$ cat src/rtl/control_step_sequencer.sv
// control_step_sequencer
//
// Timing-step generator for the datapath control unit. It produces a one-hot
// T-step strobe per instruction. The first FETCH_STEPS steps form the fetch
// phase. The sequencer stalls while memory data is outstanding, lets the
// decoder end an instruction early, supports single-step and halt modes,
// halts on a memory-wait timeout and counts retired instructions.
//
// Ports:
//   clk          system clock, rising edge
//   clr          asynchronous active-low reset
//   run          start / resume request, level sampled each clock
//   stop         halt request, honoured at the next instruction boundary
//   single_mode  return to IDLE after every instruction
//   step_end     decoder: instruction finishes at the current step
//   mem_read_req current step needs memory data
//   mem_ready    memory data valid this cycle
//   step         one-hot active T-step, zero when not running
//   step_idx     binary index of the active step
//   fetch_phase  high while in a fetch step in RUN
//   running      high in RUN
//   halted       high in HALTED
//   timeout_err  sticky memory-wait timeout flag
//   instr_count  retired instruction count, wraps

module control_step_sequencer #(
    parameter int NUM_STEPS   = 8,
    parameter int FETCH_STEPS = 3,
    parameter int COUNT_W     = 16,
    parameter int MEM_TIMEOUT = 15
) (
    input  logic                         clk,
    input  logic                         clr,
    input  logic                         run,
    input  logic                         stop,
    input  logic                         single_mode,
    input  logic                         step_end,
    input  logic                         mem_read_req,
    input  logic                         mem_ready,
    output logic [NUM_STEPS-1:0]         step,
    output logic [$clog2(NUM_STEPS)-1:0] step_idx,
    output logic                         fetch_phase,
    output logic                         running,
    output logic                         halted,
    output logic                         timeout_err,
    output logic [COUNT_W-1:0]           instr_count
);

    localparam int IDX_W  = $clog2(NUM_STEPS);
    localparam int WAIT_W = $clog2(MEM_TIMEOUT + 2);

    localparam logic [IDX_W-1:0]  FETCH_IDX = IDX_W'(FETCH_STEPS);
    localparam logic [IDX_W-1:0]  LAST_IDX  = IDX_W'(NUM_STEPS - 1);
    localparam logic [WAIT_W-1:0] WAIT_MAX  = WAIT_W'(MEM_TIMEOUT);
    localparam logic [NUM_STEPS-1:0] STEP_ONE = NUM_STEPS'(1);

    localparam logic [1:0] ST_IDLE   = 2'd0;
    localparam logic [1:0] ST_RUN    = 2'd1;
    localparam logic [1:0] ST_HALTED = 2'd2;

    logic [1:0]         state, next_state;
    logic [IDX_W-1:0]   next_idx;
    logic               stop_pending, next_stop_pending;
    logic [WAIT_W-1:0]  wait_cnt, next_wait, wait_inc;
    logic [COUNT_W-1:0] next_count;
    logic               next_timeout;
    logic               stall, boundary;

    // A stall always wins over a boundary, so step_end raised while waiting
    // for memory cannot end the instruction.
    assign stall    = mem_read_req && !mem_ready;
    assign boundary = (step_end && (step_idx >= FETCH_IDX)) || (step_idx == LAST_IDX);

    // The wait counter saturates so that, with the timeout disabled, a very
    // long stall cannot wrap it.
    assign wait_inc = (wait_cnt == '1) ? wait_cnt : wait_cnt + 1'b1;

    // Next-state logic. All outputs are derived from these next values and
    // registered below.
    always_comb begin
        next_state        = state;
        next_idx          = step_idx;
        next_stop_pending = stop_pending;
        next_wait         = wait_cnt;
        next_count        = instr_count;
        next_timeout      = timeout_err;

        case (state)
            ST_IDLE: begin
                if (run) begin
                    next_state = ST_RUN;
                    next_idx   = '0;
                end
            end

            ST_RUN: begin
                if (stop) begin
                    next_stop_pending = 1'b1;
                end
                if (stall) begin
                    next_wait = wait_inc;
                    if ((MEM_TIMEOUT != 0) && (wait_inc == WAIT_MAX)) begin
                        next_state        = ST_HALTED;
                        next_timeout      = 1'b1;
                        next_wait         = '0;
                        next_idx          = '0;
                        next_stop_pending = 1'b0;
                    end
                end else if (boundary) begin
                    next_count        = instr_count + 1'b1;
                    next_idx          = '0;
                    next_wait         = '0;
                    next_stop_pending = 1'b0;
                    if (stop_pending || stop) begin
                        next_state = ST_HALTED;
                    end else if (single_mode) begin
                        next_state = ST_IDLE;
                    end
                end else begin
                    next_idx  = step_idx + 1'b1;
                    next_wait = '0;
                end
            end

            ST_HALTED: begin
                if (run && !stop) begin
                    next_state   = ST_RUN;
                    next_idx     = '0;
                    next_timeout = 1'b0;
                end
            end

            default: begin
                next_state = ST_IDLE;
                next_idx   = '0;
            end
        endcase
    end

    // State and registered outputs. The one-hot strobe and the flags are
    // decoded from the next state so they line up with step_idx.
    always_ff @(posedge clk or negedge clr) begin
        if (!clr) begin
            state        <= ST_IDLE;
            step_idx     <= '0;
            stop_pending <= 1'b0;
            wait_cnt     <= '0;
            instr_count  <= '0;
            timeout_err  <= 1'b0;
            step         <= '0;
            fetch_phase  <= 1'b0;
            running      <= 1'b0;
            halted       <= 1'b0;
        end else begin
            state        <= next_state;
            step_idx     <= next_idx;
            stop_pending <= next_stop_pending;
            wait_cnt     <= next_wait;
            instr_count  <= next_count;
            timeout_err  <= next_timeout;
            step         <= (next_state == ST_RUN) ? (STEP_ONE << next_idx) : '0;
            fetch_phase  <= (next_state == ST_RUN) && (next_idx < FETCH_IDX);
            running      <= (next_state == ST_RUN);
            halted       <= (next_state == ST_HALTED);
        end
    end

endmodule

$ cat config.mk
export PLATFORM = sky130hd
export DESIGN_NAME = control_step_sequencer
export DESIGN_NICKNAME = d
export VERILOG_FILES = /design/src/rtl/control_step_sequencer.sv
export SDC_FILE = /design/constraint.sdc
export NUM_CORES = 1
export LEC_CHECK = 0
export ABC_AREA = 1
export BUFFER_PORTS_ARGS = -buffer_cell sky130_fd_sc_hd__buf_2
export CAP_MARGIN = 5
export CORE_MARGIN = 3
export CORE_UTILIZATION = 58
export DETAILED_ROUTE_END_ITERATION = 6
export PLACE_DENSITY = 0.83
export SYNTH_ARGS = -nofsm -noshare
export SYNTH_HDL_FRONTEND = slang
export SYNTH_SLANG_ARGS = --single-unit
export TNS_END_PERCENT = 10
$ cat constraint.sdc
create_clock -name clk -period 3.6 [get_ports clk]
set_input_delay 0.18 -clock clk [delete_from_list [all_inputs] [get_ports clk]]
set_output_delay 0.18 -clock clk [all_outputs]
set_load 0.02 [all_outputs]
==> results of run 1 <==
## cells by family after synthesis
logic type | share of synthesized area (%)
adder cells (fa/ha/maj) | 3.21
XOR/XNOR | 6.29
buffers and inverters | 4.62
flip-flops | 50.0
AND/OR/NAND/NOR | 30.0
AO/OA/AOI/OAI | 5.84
## worst max-delay path, delay by kind of cell, from the launching register on
family / cells / cell delay (ns)
buffers and inverters: 1 / 0.05
DFF: 1 / 0.44
AOI/OAI and AO/OA: 1 / 0.17
adders and majority gates: 2 / 0.41
and+or+nand+nor: 10 / 0.82
## through the flow
stage | worst slack [ns] | power (mW)
4_1_cts | 1.59 | 1.51
2_1_floorplan | 1.72 | 1.03
3_5_place_dp | 1.64 | 1.20
3_3_place_gp | 1.71 | 1.18
5_1_grt | 1.41 | 1.62
6_report | 1.61 | 1.51
## per-layer routing
| metal | track usage (%) | wire (um) |
|---|---|---|
| met1 | 26.2 | 1800 |
| met2 | 36.3 | 1940 |
| met3 | 5.45 | 179 |
| met4 | 8.36 | 47 |
| met5 | 0 | 0 |
## flip-flops by register name (all words and copies together), names as in the netlist
| name | flops |
|---|---|
| instr_count | 16 |
| step | 8 |
| wait_cnt | 5 |
| step_idx | 3 |
| state | 2 |
| fetch_phase | 1 |
| halted | 1 |
| running | 1 |
| stop_pending | 1 |
| timeout_err | 1 |
## area by class of cell
cell class	instances	share of cell area, %
multi-input cells	161	38.6
repair buffers	39	8.73
inverters	24	3.93
clock inverters	2	1.53
clock buffers	6	2.24
flip-flops and latches	39	42.6
well taps	44	2.40
## power groups by stage
stage	logic (mW)	clock network [mW]	registers [mW]
detailed placement	0.583	0	0.618
floorplan	0.349	0	0.683
global placement	0.567	0	0.617
global route	0.665	0.331	0.625
finish	0.587	0.307	0.613
CTS	0.591	0.308	0.611
## final timing paths
kind / slack, ns / cells after the start / to / start
worst max-delay path: 1.61 / 14 / fetch_phase / step_idx[0]
min in group asynchronous: 0.45 / 2 / stop_pending / clr
worst max register to register: 1.61 / 14 / fetch_phase / step_idx[0]
max in group asynchronous: 2.64 / 2 / step_idx[2] / clr
worst min register to register: 0.52 / 1 / instr_count[6] / instr_count[6]
worst min-delay path: 0.13 / 3 / running / run
## placed cells by master (no fill, tap or decap), types with 2 or more instances in the layout
master,instances
nand3_2,2
nor4_1,2
nor3_1,4
nor2_1,22
a21oi_1,11
o21ai_0,7
nor2_4,4
xor2_1,11
ha_1,5
clkbuf_4,5
xnor2_1,3
nor3_2,2
buf_2,38
nand3_1,11
nand4_1,4
nand2_2,5
nand2_1,60
dfrtp_1,39
inv_1,24
## what timing repair did
action / 4_1_cts / 5_1_grt
endpoints found under the hold margin: 39 / 0
hold buffers: 1 / 0
endpoints found under the setup margin: 0 / 0
==> metrics.md, run 1 <==
| Metric | Value |
|---|---|
| Post-DP HPWL | `3.00 mm` |
| Fin. max-slew vios | `0` |
| Leak | `1.25 nW` |
| DR iter-0 viols | `90` |
| P per Cell Area | `657 nW/um^2` |
| Tot GR Track Use | `21.5%` |
| Cts bufs inserted | `5` |
| Clock Path Buffers | `2` |
| Placed Area | `2200 um^2` |
| Wire length of the first global-routing pass | `6.78 mm` |
| Async SR Flop Fraction | `100%` |
| Core area | `3130 um^2` |
| Clk pwr share | `20.4%` |
| Switching power | `0.623 mW` |
| Total wire length | `3.97 mm` |
| Final Hold Slack | `roughly 0.13 ns` |
| Slowest CP cell | `dfrtp_1` |
| Setup CP Type | `flop to flop` |
| Io pins | `39` |
| Skew-Pair Late Insertion Delay | `0.35 ns` |
| Share of layout cells above drive strength 1 | `about a quarter` |
| Critical Path End Type | `flop` |
| Final core occ | `roughly three quarters` |
| Synth Area per Inst | `just under 9 um^2` |
| FF+latch count, synth | `39` |
| Crit-path max cell delay | `~0.44 ns` |
| Fin cells | `315` |
| Final Hold Fails | `0` |
| Peak VDD IR | `0.589 mV` |
| Setup violators final | `0` |
| Crit path DAT | `2.24 ns` |
| EDFF count, synth | `0` |
| Synth top area share | `roughly 50%` |
| Port bufs | `38` |
| Slew headroom | `46.2%` |
| Comb power frac | `39.0%` |
| Fin crit period | `between 1.5 and 2 ns` |
| Antenna violations before repair | `0` |
| YS warnings | `0` |
| Post-synth net total | `237` |
| Total setup buffers inserted after CTS | `0` |
| Post-synth top cells | `nand2_1, dfrtp_1, inv_1` |
| Vias per cell | `5.14` |
| Int Power | `0.883 mW` |
| Status | `completed` |
| Fin Clk Skew | `0.0132 ns` |
| DRC Markers | `0` |
| Dpl cells | `just over 300` |
| Final Cycle Share | `a little under three fifths` |
| Die Y | `64.0 um` |
| Mapped Area | `1950 um^2` |
| H-Tree Depth | `2` |
| Routed Antenna Nets | `0` |
| Most frequent CP cell | `nand2_1` |
| Wirelength per Cell | `12.6 um` |
| Largest net degree at the start of global routing | `40` |
| Max Fclk | `503 MHz` |
| Hold WC Path Type | `input pin to flop` |
| Resize count post-CTS | `0` |
| Synthesis-to-finish area growth | `17.5%` |
| CP Cell Sequence | `ha_1 > ha_1 > nor2_1 > nand2_1 > nand2_1 > nand2_1 > nand2_1 > nand2_1 > a21oi_1 > nand2_1 > nand2_2 > nand2_1 > nand2_1 > inv_1` |
| Initial core utilization | `62.4%` |
| Die area | `a little over 4000 um^2` |
| Unique cell type count in the Yosys netlist | `25` |
| Clock-pin slew on the worst setup and hold paths | `approximately 0.11 ns` |
| Row count | `20` |
| CTS tree | `done` |
| Worst slew pin tran | `0.807 ns` |
| Ys flop type | `dfrtp_1` |
| Root Buffer | `clkbuf_4` |
| Die W | `64.0 um` |
| Final TNS setup | `0 ns` |
| Most area-hungry cell type in the Yosys netlist | `dfrtp_1` |
| Area contributors post-synth | `dfrtp_1, nand2_1, xor2_1` |
| Number of diodes | `0` |
| CP Max Fanout | `6` |
| Multi-input gate area in the final layout | `885 um^2` |
| Clk sinks | `39` |
| CP required | `3.85 ns` |
| Seq. cell area | `between 900 and 1000 um^2` |
| Design area | `2290 um^2` |
| Mapped Cells | `224` |
| Vias | `1620` |
| RSZ-0062 raised after global routing | `false` |
| 1st-pass router iterations | `4` |
| Count leader, synth | `nand2_1` |
| GPL Wtd Cong | `0.878` |
| Switching part of the total power | `41.4%` |
| Share of power burned in registers | `40.7%` |
| Nets | `283` |
| Max_cap viols | `0` |
| Startpoint Class | `flop` |
| Sequential area share after synthesis | `50.0%` |
| Fillcell total | `247` |
| Vias in the first global route | `1571` |
| Total grt overflow | `0` |
No activity file was read; power rests on OpenSTA's default activity.
==> run 2, diff against run 1 <==
- CORE_UTILIZATION: 58 -> 49
- PLACE_DENSITY: 0.83 -> 0.75
- clock period: 3.6 -> 1.6 ns (I/O delays scaled with it)
==> metrics.md, run 2 (synthesis gave the netlist of run 1 again) <==
| Metric | Value |
|---|---|
| Dpl cells | `332 (was 306)` |
| R2R setup slack | `-0.21 ns (was 1.61 ns)` |
| Status | `complete, but fails checks (was completed)` |
| GR Util met1 | `23.4% (was 26.2%)` |
| Hold Path Stages | `3 (unchanged)` |
| Final core occ | `71.4% (was 73.3%)` |
| 1st-pass router iterations | `4 (unchanged)` |
| Crit path buffers/inverters | `0 (was 1)` |
| Routed Antenna Nets | `0 (unchanged)` |
| Skew-Pair Late Insertion Delay | `0.30 ns (was 0.35 ns)` |
| Commonest non-fill, non-tap cells in the layout | `nand2_1, buf_2, dfrtp_1 (was nand2_1, dfrtp_1, buf_2)` |
| Port bufs | `38 (unchanged)` |
| CP Max Fanout | `4 (was 6)` |
| RSZ-0062 raised after global routing | `true (was false)` |
| GRT met2 Usage | `33.1% (was 36.3%)` |
| Final TNS setup | `-2.54 ns (was 0 ns)` |
| CP required | `1.83 ns (was 3.85 ns)` |
| Io pins | `39 (unchanged)` |
| Critical Path End Type | `flop (unchanged)` |
| Top reg by flops | `instr_count (unchanged)` |
| Regs by FF count | `instr_count: 16 flops, step: 8 flops, wait_cnt: 5 flops (unchanged)` |
| Fin crit period | `1.81 ns (was 1.99 ns)` |
| Final Total Pwr | `4.23 mW (was 1.51 mW)` |
| Crit path DAT | `2.04 ns (was 2.24 ns)` |
| R2r worst-path depth | `9 (was 14)` |
| Final worst slack | `-0.213 ns (was 1.61 ns)` |
| Most frequent CP cell | `nand2_2 (was nand2_1)` |
| Wire length of the first global-routing pass | `7.48 mm (was 6.78 mm)` |
| DRC Markers | `0 (unchanged)` |
| Startpoint Class | `flop (unchanged)` |
| Max Fclk | `552 MHz (was 503 MHz)` |
| GPL Wtd Cong | `0.859 (was 0.878)` |
| Fillcell total | `294 (was 247)` |
| Clock Path Buffers | `2 (unchanged)` |
| Initial core utilization | `52.1% (was 62.4%)` |
| Violated checks | `negative setup slack` |
| CTS tree | `done (unchanged)` |
| CP top delay family | `simple AND/OR/NAND/NOR gates (unchanged)` |
| Leak | `1.41 nW (was 1.25 nW)` |
| Vias in the first global route | `1744 (was 1571)` |
| Post-DP HPWL | `3.27 mm (was 3.00 mm)` |
| GRT Max-Usage Layer | `met2 (unchanged)` |
| Vias | `1729 (was 1620)` |
| Fin cells | `346 (was 315)` |
| Max_cap viols | `0 (unchanged)` |
| P per Cell Area | `1580 nW/um^2 (was 657 nW/um^2)` |
| Hold path endpoint | `timeout_err (was running)` |
| CP Cell Sequence | `ha_2 > nand4_1 > a21oi_2 > nand3_2 > nand2_1 > nand2_2 > a21oi_4 > nand2_2 > nor2_1 (was ha_1 > ha_1 > nor2_1 > nand2_1 > nand2_1 > nand2_1 > nand2_1 > nand2_1 > a21oi_1 > nand2_1 > nand2_2 > nand2_1 > nand2_1 > inv_1)` |
| Largest net degree at the start of global routing | `22 (was 40)` |
| Nets | `310 (was 283)` |
| Die area | `4770 um^2 (was 4090 um^2)` |
| Number of diodes | `0 (unchanged)` |
| Design area | `2670 um^2 (was 2290 um^2)` |
| Root Buffer | `clkbuf_8 (was clkbuf_4)` |
| Peak VDD IR | `1.23 mV (was 0.589 mV)` |
| Fin. max-slew vios | `0 (unchanged)` |
| Final Hold Slack | `0.0807 ns (was 0.128 ns)` |
| Die Y | `69.1 um (was 64.0 um)` |
| Die W | `69.1 um (was 64.0 um)` |
| Share of layout cells above drive strength 1 | `39.9% (was 23.6%)` |
| Final Cycle Share | `113% (was 55.2%)` |
| Final Hold Fails | `0 (unchanged)` |
| Total wire length | `4.52 mm (was 3.97 mm)` |
| Worst slack, placed | `-0.150 ns (was 1.64 ns)` |
| Wirelength per Cell | `13.1 um (was 12.6 um)` |
| Total grt overflow | `0 (unchanged)` |
| Row count | `22 (was 20)` |
| DR iter-0 viols | `74 (was 90)` |
| Largest register FFs | `16 (unchanged)` |
| Slowest CP cell | `dfrtp_1 (unchanged)` |
| Setup CP Type | `flop to flop (unchanged)` |
| Clk sinks | `39 (unchanged)` |
| Clock-pin slew on the worst setup and hold paths | `0.08 ns (was 0.11 ns)` |
| Crit-path max cell delay | `0.36 ns (was 0.44 ns)` |
| Core area | `3740 um^2 (was 3130 um^2)` |
| Critical R2R Capture | `step[2] (was fetch_phase)` |
| Synthesis-to-finish area growth | `37.1% (was 17.5%)` |
| Most common cell after layout, fill and taps aside | `nand2_1 (unchanged)` |
| Antenna violations before repair | `0 (unchanged)` |
| Worst slew pin tran | `0.468 ns (was 0.807 ns)` |
| Hold wc startpoint | `stop (was run)` |
| Slew headroom | `68.8% (was 46.2%)` |
| Tot GR Track Use | `19.5% (was 21.5%)` |
| Worst r2r src | `wait_cnt[1] (was step_idx[0])` |
| H-Tree Depth | `2 (unchanged)` |
| Setup violators final | `24 (was 0)` |
| Fin Clk Skew | `0.00736 ns (was 0.0132 ns)` |
| Vias per cell | `5.00 (was 5.14)` |
| Cts bufs inserted | `5 (unchanged)` |
| Hold WC Path Type | `input pin to flop (unchanged)` |
| Placed Area | `2420 um^2 (was 2200 um^2)` |
| GRT met3 Usage | `4.08% (was 5.45%)` |
-- run 2: cell count changes in the layout (fill, tap and decap cells not counted), moves of 3 or more --
cell | previous run | this run
nor2_2 | 1 | 4
nand2_1 | 60 | 48
nand2_4 | 0 | 4
clkbuf_8 | 1 | 5
nand3_1 | 11 | 8
nor2_1 | 22 | 19
ha_1 | 5 | 2
buf_4 | 0 | 26
nand2_2 | 5 | 13
clkbuf_4 | 5 | 0
inv_1 | 24 | 21
-- run 2: worst max path at each step --
stage	cells after the start	start	to	slack, ns
after floorplan	14	step_idx[0]	fetch_phase	-0.13
after detailed placement	14	step_idx[1]	fetch_phase	-0.15
after global placement	14	step_idx[1]	fetch_phase	-0.12
final	9	wait_cnt[1]	step[2]	-0.21
after CTS	14	step_idx[1]	step[4]	-0.14
after global routing	9	wait_cnt[0]	step[6]	-0.32
-- run 2: layout make-up --
class,instances,area (um^2),share of cell area [%]
inverters,24,92.6,3.46
flip-flops and latches,39,978,36.6
clock buffers,5,68.8,2.57
multi-input cells,161,1020,38.3
repair buffers,66,407,15.2
clock inverters,3,43.8,1.64
well taps,48,60.1,2.25
-- run 2: routing by layer --
layer  share of wire, %  vias up
li1                   -      867
met1                 45      821
met4                2.2        0
met5                  0        -
met3                3.8       10
met2                 49       31
-- run 2: power breakdown --
| part | total, mW | switching [mW] | internal, mW |
|---|---|---|---|
| combinational | 2.06 | 1.22 | 0.838 |
| sequential | 1.35 | 0.149 | 1.20 |
| clock | 0.826 | 0.362 | 0.464 |
| total | 4.23 | 1.73 | 2.50 |
-- run 2: timing repair --
action	4_1_cts	5_1_grt
hold buffers	1	0
setup endpoints to repair	20	30
setup buffers	3	2
hold endpoints to repair	19	0
pin swaps	5	13
gates resized for setup	10	18
-- run 2: worst register-to-register path, stage by stage, from the launching register on --
cell	delay [ns]
dfrtp_1	0.36
ha_2	0.20
nand4_1	0.20
a21oi_2	0.28
nand3_2	0.14
nand2_1	0.10
nand2_2	0.09
a21oi_4	0.19
nand2_2	0.09
nor2_1	0.10
